`src/rtl/inst_fetch_unit.sv`:
```
// Instruction fetch front-end: owns the fetch PC, issues pipelined word requests and
// buffers in-order responses in a show-ahead prefetch queue feeding decode.
module inst_fetch_unit #(
    parameter logic [31:0] RESET_PC    = 32'h0000_0000,
    parameter int unsigned QUEUE_DEPTH = 4
) (
    input  logic        clk,
    input  logic        rst_n,
    input  logic        redirect_valid,
    input  logic [31:0] redirect_pc,
    output logic        imem_req_valid,
    input  logic        imem_req_ready,
    output logic [31:0] imem_req_addr,
    input  logic        imem_rsp_valid,
    input  logic [31:0] imem_rsp_data,
    output logic        inst_valid,
    input  logic        inst_ready,
    output logic [31:0] inst_data,
    output logic [31:0] inst_pc
);
    localparam int unsigned PTR_W = $clog2(QUEUE_DEPTH);
    localparam int unsigned CNT_W = PTR_W + 1;

    typedef logic [PTR_W-1:0] ptr_t;
    typedef logic [CNT_W-1:0] cnt_t;
    typedef logic [CNT_W:0]   sum_t;

    localparam cnt_t DEPTH_C  = cnt_t'(QUEUE_DEPTH);
    localparam sum_t CREDIT_C = sum_t'(QUEUE_DEPTH);

    logic [31:0] fetchPc;
    logic [31:0] tagPc;
    logic [31:0] alignedRedirect;
    logic [31:0] qData [QUEUE_DEPTH];
    logic [31:0] qPc   [QUEUE_DEPTH];
    ptr_t        rdPtr;
    ptr_t        wrPtr;
    cnt_t        count;
    cnt_t        outstanding;
    cnt_t        dropCnt;
    sum_t        inFlight;
    logic        reqFire;
    logic        rspDrop;
    logic        push;
    logic        pop;

    assign alignedRedirect = redirect_pc & 32'hFFFF_FFFC;
    assign inFlight        = sum_t'(count) + sum_t'(outstanding);

    always_comb begin
        imem_req_valid = rst_n & ~redirect_valid & (inFlight < CREDIT_C);
        imem_req_addr  = fetchPc;
        reqFire        = imem_req_valid & imem_req_ready;
        rspDrop        = imem_rsp_valid & (redirect_valid | (dropCnt != '0));
        push           = imem_rsp_valid & ~rspDrop;
        inst_valid     = rst_n & (count != '0);
        inst_data      = qData[rdPtr];
        inst_pc        = qPc[rdPtr];
        pop            = inst_valid & inst_ready & ~redirect_valid;
    end

    always_ff @(posedge clk) begin
        if (!rst_n) begin
            fetchPc     <= RESET_PC;
            tagPc       <= RESET_PC;
            count       <= '0;
            outstanding <= '0;
            dropCnt     <= '0;
            rdPtr       <= '0;
            wrPtr       <= '0;
        end else begin
            outstanding <= outstanding + cnt_t'(reqFire) - cnt_t'(imem_rsp_valid);
            if (redirect_valid) begin
                fetchPc <= alignedRedirect;
                tagPc   <= alignedRedirect;
                count   <= '0;
                rdPtr   <= '0;
                wrPtr   <= '0;
                // Pending drops are already part of outstanding, so after a redirect every
                // request still in flight is stale; this keeps back-to-back redirects exact.
                dropCnt <= outstanding - cnt_t'(imem_rsp_valid);
            end else begin
                if (reqFire) fetchPc <= fetchPc + 32'd4;
                if (push) begin
                    tagPc <= tagPc + 32'd4;
                    wrPtr <= wrPtr + ptr_t'(1);
                end
                if (pop) rdPtr <= rdPtr + ptr_t'(1);
                count <= count + cnt_t'(push) - cnt_t'(pop);
                if (rspDrop) dropCnt <= dropCnt - cnt_t'(1);
            end
        end
    end

    always_ff @(posedge clk) begin
        if (rst_n && push) begin
            qData[wrPtr] <= imem_rsp_data;
            qPc[wrPtr]   <= tagPc;
        end
    end

    // The credit limit must make a push into a full queue impossible.
    always_ff @(posedge clk) begin
        if (rst_n && push && !pop) assert (count != DEPTH_C);
    end
endmodule

```
`config.mk`:
```
export PLATFORM = sky130hd
export DESIGN_NAME = inst_fetch_unit
export DESIGN_NICKNAME = d
export VERILOG_FILES = /design/src/rtl/inst_fetch_unit.sv
export SDC_FILE = /design/constraint.sdc
export NUM_CORES = 1
export LEC_CHECK = 0
export BUFFER_PORTS_ARGS = -buffer_cell sky130_fd_sc_hd__buf_2
export CORE_MARGIN = 4
export CORE_UTILIZATION = 31
export DETAILED_ROUTE_END_ITERATION = 7
export RECOVER_POWER = 50
export SYNTH_ARGS = -nofsm -noshare
export SYNTH_HDL_FRONTEND = slang
export SYNTH_SLANG_ARGS = --single-unit
```
`constraint.sdc`:
```
create_clock -name clk -period 3.46 [get_ports clk]
set_input_delay 0.692 -clock clk [delete_from_list [all_inputs] [get_ports clk]]
set_output_delay 0.692 -clock clk [all_outputs]
set_load 0.02 [all_outputs]
```
==> results of run 1 <==
-- flip-flops by register name, indices dropped and copies added (netlist names), named ones only --
signal and flops:
qData 128, qPc 120, imem_req_addr 30, tagPc 30, count 3, dropCnt 3, outstanding 3, rdPtr 2
wrPtr 2
-- area by class of cell --
cell class	instances	area share (%)
flip-flops and latches	323	56.95
multi-input cells	457	25.06
clock buffers	50	6.383
repair buffers	178	5.659
well taps	539	4.290
clock inverters	17	1.250
inverters	17	0.4059
-- path summary, 6_finish.rpt --
| check | cells after the start | endpoint | startpoint |
|---|---|---|---|
| max | 5 | qData[3][21] | dropCnt[0] |
| min | 3 | imem_req_addr[19] | redirect_pc[19] |
| max reg2reg | 5 | qData[3][21] | dropCnt[0] |
| min reg2reg | 2 | wrPtr[1] | wrPtr[1] |
-- layout by cell type (no fill, tap or decap), drive strengths merged, types with 4 or more instances in the layout --
master  count
o21ai      39
nand2      58
or3         4
edfxtp    248
and3        9
and4       11
o211ai      6
nor4       11
inv        19
nand3      20
ha         16
xnor2      21
clkbuf    118
mux4       62
nor3       12
a21oi      36
clkinv      9
a211oi      6
o311ai      7
dfxtp      75
buf       110
conb        4
nor2       33
xor2       18
nand4      26
a31oi      11
and2        9
-- power groups by stage --
stage	clock, mW	combinational, mW	sequential [mW]
finish	3.81	0.527	4.40
floorplan	0	0.318	4.47
CTS	3.93	0.548	4.40
global route	4.08	0.587	4.42
global placement	0	0.538	4.47
detailed placement	0	0.545	4.48
-- cells by family after synthesis --
| logic type | after synthesis | synth area share [%] |
|---|---|---|
| mux | 64 | 10.82 |
| compound gates | 118 | 5.419 |
| other cells | 1 | 0.02859 |
| simple gates | 214 | 9.225 |
| flops | 323 | 68.23 |
| buf+inv | 59 | 1.841 |
| xor+xnor | 39 | 2.604 |
| fa+ha+maj | 18 | 1.832 |
-- synthesized netlist by cell type (6+ instances only) --
master / count / area share, %
nand2_1: 58 / 1.7
nor3_1: 12 / 0.46
edfxtp_1: 248 / 57
and4_1: 11 / 0.73
and2_1: 9 / 0.43
clkbuf_1: 27 / 0.77
nand4_1: 24 / 1.1
nor2_1: 33 / 0.94
nand3_1: 20 / 0.76
a211oi_1: 6 / 0.34
o311ai_0: 7 / 0.47
xnor2_1: 21 / 1.4
ha_1: 16 / 1.5
and3_1: 9 / 0.43
a31oi_1: 11 / 0.52
dfxtp_1: 75 / 11
o21ai_0: 39 / 1.5
a21oi_1: 36 / 1.4
mux4_2: 62 / 11
nor4_1: 7 / 0.33
o211ai_1: 6 / 0.34
inv_1: 17 / 0.49
xor2_1: 18 / 1.2
buf_1: 7 / 0.20
-- per-layer routing --
metal	wire length [um]	track usage, %	share of wire, %	vias up
li1	-	-	-	3652
met1	13640	18.14	46	3928
met2	13420	20.71	45	289
met3	2104	2.955	7.1	39
met4	583	3.951	2.0	0
met5	0	0	0	-
-- critical path: stages (launching register included) --
cell	delay [ps]
dfxtp_1	310
inv_1	80
ha_1	230
and3b_1	400
and3_2	230
clkbuf_2	1300
-- through the flow --
| stage | area (um^2) | setup WS (ps) |
|---|---|---|
| 3_3_place_gp | 14640 | 722.8 |
| 5_1_grt | 15720 | 170.1 |
| 3_5_place_dp | 14640 | 748.1 |
| 2_1_floorplan | 13130 | 302.4 |
| 6_report | 15720 | 428.8 |
| 4_1_cts | 15840 | 364.6 |
==> summary by stage, run 1 <==
Timing
In this run the tightest slew margin relative to its limit is -21.28%. After layout, the worst path uses 87.61% of the clock period. Between clock sinks in the finished design, the worst skew comes to 27.78 ps. The post-route setup TNS is 0 ps. The final number of setup-violating endpoints is 0.

The final-layout worst hold slack is 388.2 ps. The maximum clock frequency is 329.9 MHz. The actual transition at the worst max-transition pin is 1819 ps. The clock period could shrink to 3031 ps. The hold violation total from the final report was 0.

The final number of max-transition violations is 126. Setup repair after global routing left no endpoint under its margin.

Pwr
For this design the total switching power over the nets is 1.977 mW. The clock network fraction of total power is 43.6%. The portion of total power attributed to combinational logic is 6.0%. The switching share of power is 22.61%. Per report_power, the sequential group accounts for 50.4% of the total. The worst-case vdd ir drop is 0.0002761 V.

The analysis attributes to cell leakage a power of 5.169 nW. The total power divided by cell area is 556.2 nW/um^2. The internal power component is 6.767 mW. The overall power is 8.745 mW.

GRT
The combined global-route utilization of all metal layers is 13.07%. The first global-routing pass estimated 46270 um of wire. The via count of the first global-routing pass came to 7982. The initial antenna violation count came to 0. Global routing finished with a remaining overflow of 0. The largest net degree at the start of global routing is 63.

Detailed routing
The iteration count of the initial detailed-routing pass is 7. After the first detailed-routing iteration, the DRC count stood at 567. Dividing the detail-routed wire length by the instance count gives 18.81 um.

The final routed wirelength across all metal layers is 29750 um. The number of remaining DRC errors is 0. The detailed-route via count is 7908.

After detailed routing, the number of vias per cell comes to 5.002. Once detail routing completed, the nets flagged for antenna violations numbered 0.

Finish
For this run, the post-layout net count is 1102. Summing all multi-input logic gate instances after layout gives 3940 um^2. From synthesis to final layout, the design area changed by 19.87%. The area taken by flip-flops and latches is 8954 um^2.

The layout cell share with drive strength beyond 1 is 23.80%. Measured on the finished design, the core utilization comes to 37.56%. The finished layout holds 1581 standard cells, fillers aside.

The filler cell count is 3974. The number of diodes added for antenna fixing is 0.

Setup path
The critical path launch point type is a flop. The critical path is of the reg -> reg type. STA classifies the critical path endpoint as a flop.

The critical path required time is 3580 ps. The slack of the worst reg-to-reg path is 430 ps. The critical path arrival is 3150 ps. In this run the worst path has a maximum fanout of 62.

Synth
The count of flip-flops with a built-in enable after synthesis is 248. Summing every instance area after synthesis gives 13120 um^2. Synthesis produced a netlist whose cell count is 836. A synthesized cell averages 15.69 um^2. The netlist uses 59 different library cells. Among all flip-flop cells after synthesis, the most frequent one is edfxtp_1. The async set-or-reset flop fraction in the synthesized netlist is 0%. The share of the yosys chip area belonging to registers is 68.23%. The number of warnings printed during yosys synthesis is 0. Synthesis inferred 323 register bits.

Clock tree
The longest clock path from root to sink contains 3 buffers. The later-pin clock latency in the skew report is 550 ps. The number of buffers created by CTS is 37. The tree is rooted in a clkbuf_16. The post-CTS setup buffer count is 0. The hold buffer count at cts is 0.

The clock drives 323 sinks. The number of levels in the clock H-tree is 2. The number of gates given a new drive strength after cts is 0. The CTS tree is done. Clock-pin slew was measured on the worst setup and hold paths at 60 ps.

Die
The floorplan has 75 rows. The die covers 45660 um^2. The floorplan step defined a core boundary enclosing 41850 um^2. The number of placed I/O pins is 168. The die outline width is 213.7 um. The starting utilization of the core area is 31.34%.

The chip height is 213.7 um.

Placed design
During placement, the flow inserted port buffers numbering 161. Detailed placement ended at an HPWL of 19670 um. The count of placed standard cells including taps is 1514.

The congestion estimate from routability-driven global placement came to 0.8508.

Worst hold path
In this run the worst hold path is classified as in -> reg.

Outcome
The flow ran to the end, but the final reports show violations. The final reports fail on max-capacitance violations, max-slew violations.

Job
The max-capacitance violation count is 2.
No activity file was read; power rests on OpenSTA's default activity.
==> run 2: changes to the inputs <==
--- a/config.mk
+++ b/config.mk
@@ -10,6 +10,7 @@
 export CORE_UTILIZATION = 31
 export DETAILED_ROUTE_END_ITERATION = 7
 export RECOVER_POWER = 50
+export SETUP_SLACK_MARGIN = 0.5
 export SYNTH_ARGS = -nofsm -noshare
 export SYNTH_HDL_FRONTEND = slang
 export SYNTH_SLANG_ARGS = --single-unit
==> summary by stage, run 2 (synthesis gave the netlist of run 1 again) <==
GRT
The combined global-route utilization of all metal layers is 13.40% (+0.33 points). The largest net degree at the start of global routing is 63 (unchanged). The total overflow reported by the global router is 0 (unchanged). The initial antenna violation count is 1 (+1). The via count of the first global-routing pass is 7997 (+0.19%). The first-pass GRT wire length came to 47280 um (+2.2%).

Die
The area of the core is 41850 um^2 (unchanged). The chip height is 213.7 um (unchanged). The die outline width came to 213.7 um (unchanged). The starting utilization of the core area is 31.34% (unchanged). The number of placed I/O pins is 168 (unchanged). The floorplan row count is 75 (unchanged). The die outline area is 45660 um^2 (unchanged).

Setup path
The critical path arrival is 2990 ps (-160 ps). In this run the critical register-to-register path is captured at qData[2][25]. The element type at the critical path end is a flop. The critical path launch point type is a flop. The top fanout value on the critical path is 62 (unchanged). The critical path required time is 3560 ps (-20 ps). The critical path class is reg -> reg. The startpoint identified for the worst register-to-register timing path is dropCnt[0]. The worst reg-to-reg path cell count came to 5 (unchanged). The slack of the worst reg-to-reg path came to 570 ps (+140 ps).

Timing
The worst clock skew on the final layout came to 29.48 ps (+1.704 ps). The maximum clock frequency was 346.0 MHz (+4.9%). The worst slew margin relative to its limit is -12.64% (+8.6 points). The post-route setup TNS came to 0 ps (unchanged).

The hold violation total from the final report is 0 (unchanged). The final number of max-transition violations was 63 (-50%). Setup repair after global routing left no endpoint under its margin.

The final number of setup-violating endpoints was 0 (unchanged). The shortest period the worst path allows came to 2891 ps (-140.6 ps). The part of the cycle the worst path needs is 83.54% (-4.1 points). The final-layout worst hold slack is 402.7 ps (+14.48 ps). The actual transition at the worst max-transition pin is 1690 ps (-129.7 ps).

Placed design
The estimated wirelength of the detail-placed design is 19630 um (-0.18%). The weighted congestion reported at the end of routability-driven placement is 0.8308 (-2.4%). The number of port buffers came to 161 (unchanged).

Finish
The number of flip-flops in the largest register came to 128 (unchanged). From synthesis to final layout, the design area changed by 20.46%. The library cells used most frequently in the layout, excluding fill and tap cells, are edfxtp_1 (248), buf_2 (100), dfxtp_1 (73).

The area of combinational cells with multiple inputs came to 3935 um^2 (-0.13%). The commonest non-fill, non-tap cell in the layout is edfxtp_1. The layout cell share with drive strength beyond 1 is 24.33% (+0.53 points). The area taken by flip-flops and latches is 8956 um^2 (about the same). The number of diodes added for antenna fixing is 0 (unchanged). The layout net count is 1111 (+0.82%). The largest registers in the layout are qData x128, qPc x120. The filler cell count is 4020 (+1.2%). qData holds more flip-flops than any other register.

Detailed routing
The final routed wirelength across all metal layers is 30480 um (+2.5%). The detail-routed net length per standard cell came to 19.21 um (+2.1%). The violation count after the first detailed-routing iteration is 528 (-6.9%).

The detailed-route via count was 7958 (+0.63%). The average vias per placed instance is 5.014 (+0.25%). The number of remaining DRC errors is 0 (unchanged). The iteration count of the initial detailed-routing pass is 5 (-2). The residual antenna-violating net count after detailed routing is 0 (unchanged).

Clock tree
The post-CTS clock slew at the launch and capture registers of the worst setup and hold paths came to 60 ps (about the same). The count of clock tree sinks is 323 (unchanged). The root buffer cell chosen for the clock tree is clkbuf_16. TritonCTS built the clock tree. The buffer levels on the longest clock path is 3 (unchanged).

The number of levels in the clock H-tree was 2 (unchanged). The number of buffers created by CTS is 37 (unchanged). The hold buffer count at cts came to 0 (unchanged). The later-pin clock latency in the skew report is 530 ps (-20 ps).

Worst hold path
The worst-case hold path end point is imem_req_addr[29]. The class of the most critical hold timing path is in -> reg. The number of cells on the worst hold path is 2 (-1). The startpoint of the most critical hold path is redirect_pc[29].

Pwr
The static leakage is 5.221 nW (+1.0%). The worst-case vdd ir drop was 0.0003338 V (+21%). The total power divided by cell area came to 554.3 nW/um^2 (-0.35%).

Job
The max-capacitance violation count came to 1 (-1).

Outcome
The checks that failed: max-capacitance violations, max-slew violations. The run finished, with violations left.
==> run 2: cell types whose count changed in the layout (fill, tap and decap cells not counted), sizes merged <==
cell    before  now
bufinv       3    4
clkbuf     118  108
buf        110  120
clkinv       9   15
inv         19   18
==> run 2: worst max-delay path by stage <==
stage | start | endpoint | slack [ps] | cells after the start
detailed placement | imem_rsp_valid | count[2] | 560 | 12
finish | dropCnt[0] | qData[2][25] | 570 | 5
floorplan | redirect_valid | outstanding[1] | 760 | 10
CTS | flop | inst_pc[5] | 500 | 3
global placement | imem_rsp_valid | count[2] | 570 | 12
global route | dropCnt[0] | qData[2][30] | 310 | 5
==> run 2: report_power, final <==
| group | leakage (nW) | switching [mW] | internal, mW | total, mW |
|---|---|---|---|---|
| clock network | 0.579 | 1.53 | 2.31 | 3.83 |
| registers | 2.87 | 0.120 | 4.28 | 4.40 |
| logic | 1.77 | 0.326 | 0.196 | 0.522 |
| total | 5.22 | 1.97 | 6.78 | 8.76 |
==> run 2: layout make-up <==
type	count	area share, %
multi-input combinational	457	24.91
inverter	17	0.4039
timing repair buffer	187	6.161
clock inverter	23	1.481
clock buffer	41	6.090
sequential	323	56.69
tap	539	4.269
==> run 2: worst max-delay path, cell delays in order, from the launching register on <==
cell	delay, ps
dfxtp_1	320
inv_1	70
ha_1	200
and3b_1	360
and3_2	230
buf_2	1230
==> run 2: metal layers <==
metal	up-vias	part of all wire, %	global-route usage, %
met5	-	0.043	0
met4	2	2.0	3.774
met3	40	6.6	3.160
met2	261	46	21.00
met1	3984	46	18.85
li1	3671	-	-
==> run 2: through the flow <==
| stage | instance area [um^2] | power, mW | util, % | worst slack, ps | instances |
|---|---|---|---|---|---|
| 4_1_cts | 15840 | 8.919 | 37.85 | 497.2 | 1578 |
| 5_1_grt | 15800 | 9.139 | 37.75 | 312.0 | 1587 |
| 3_3_place_gp | 14640 | 5.006 | 34.98 | 569.1 | 1514 |
| 3_5_place_dp | 14640 | 5.023 | 34.98 | 561.2 | 1514 |
| 2_1_floorplan | 13130 | 4.788 | - | 757.9 | 839 |
| 6_report | 15800 | 8.757 | 37.75 | 569.5 | 1587 |
==> run 2: what timing repair did <==
| action | CTS | global route |
|---|---|---|
| pin swaps | 0 | 0 |
| buffers inserted | 0 | 9 |
| endpoints found under the setup margin | 2 | 34 |
| resized for setup | 1 | 1 |
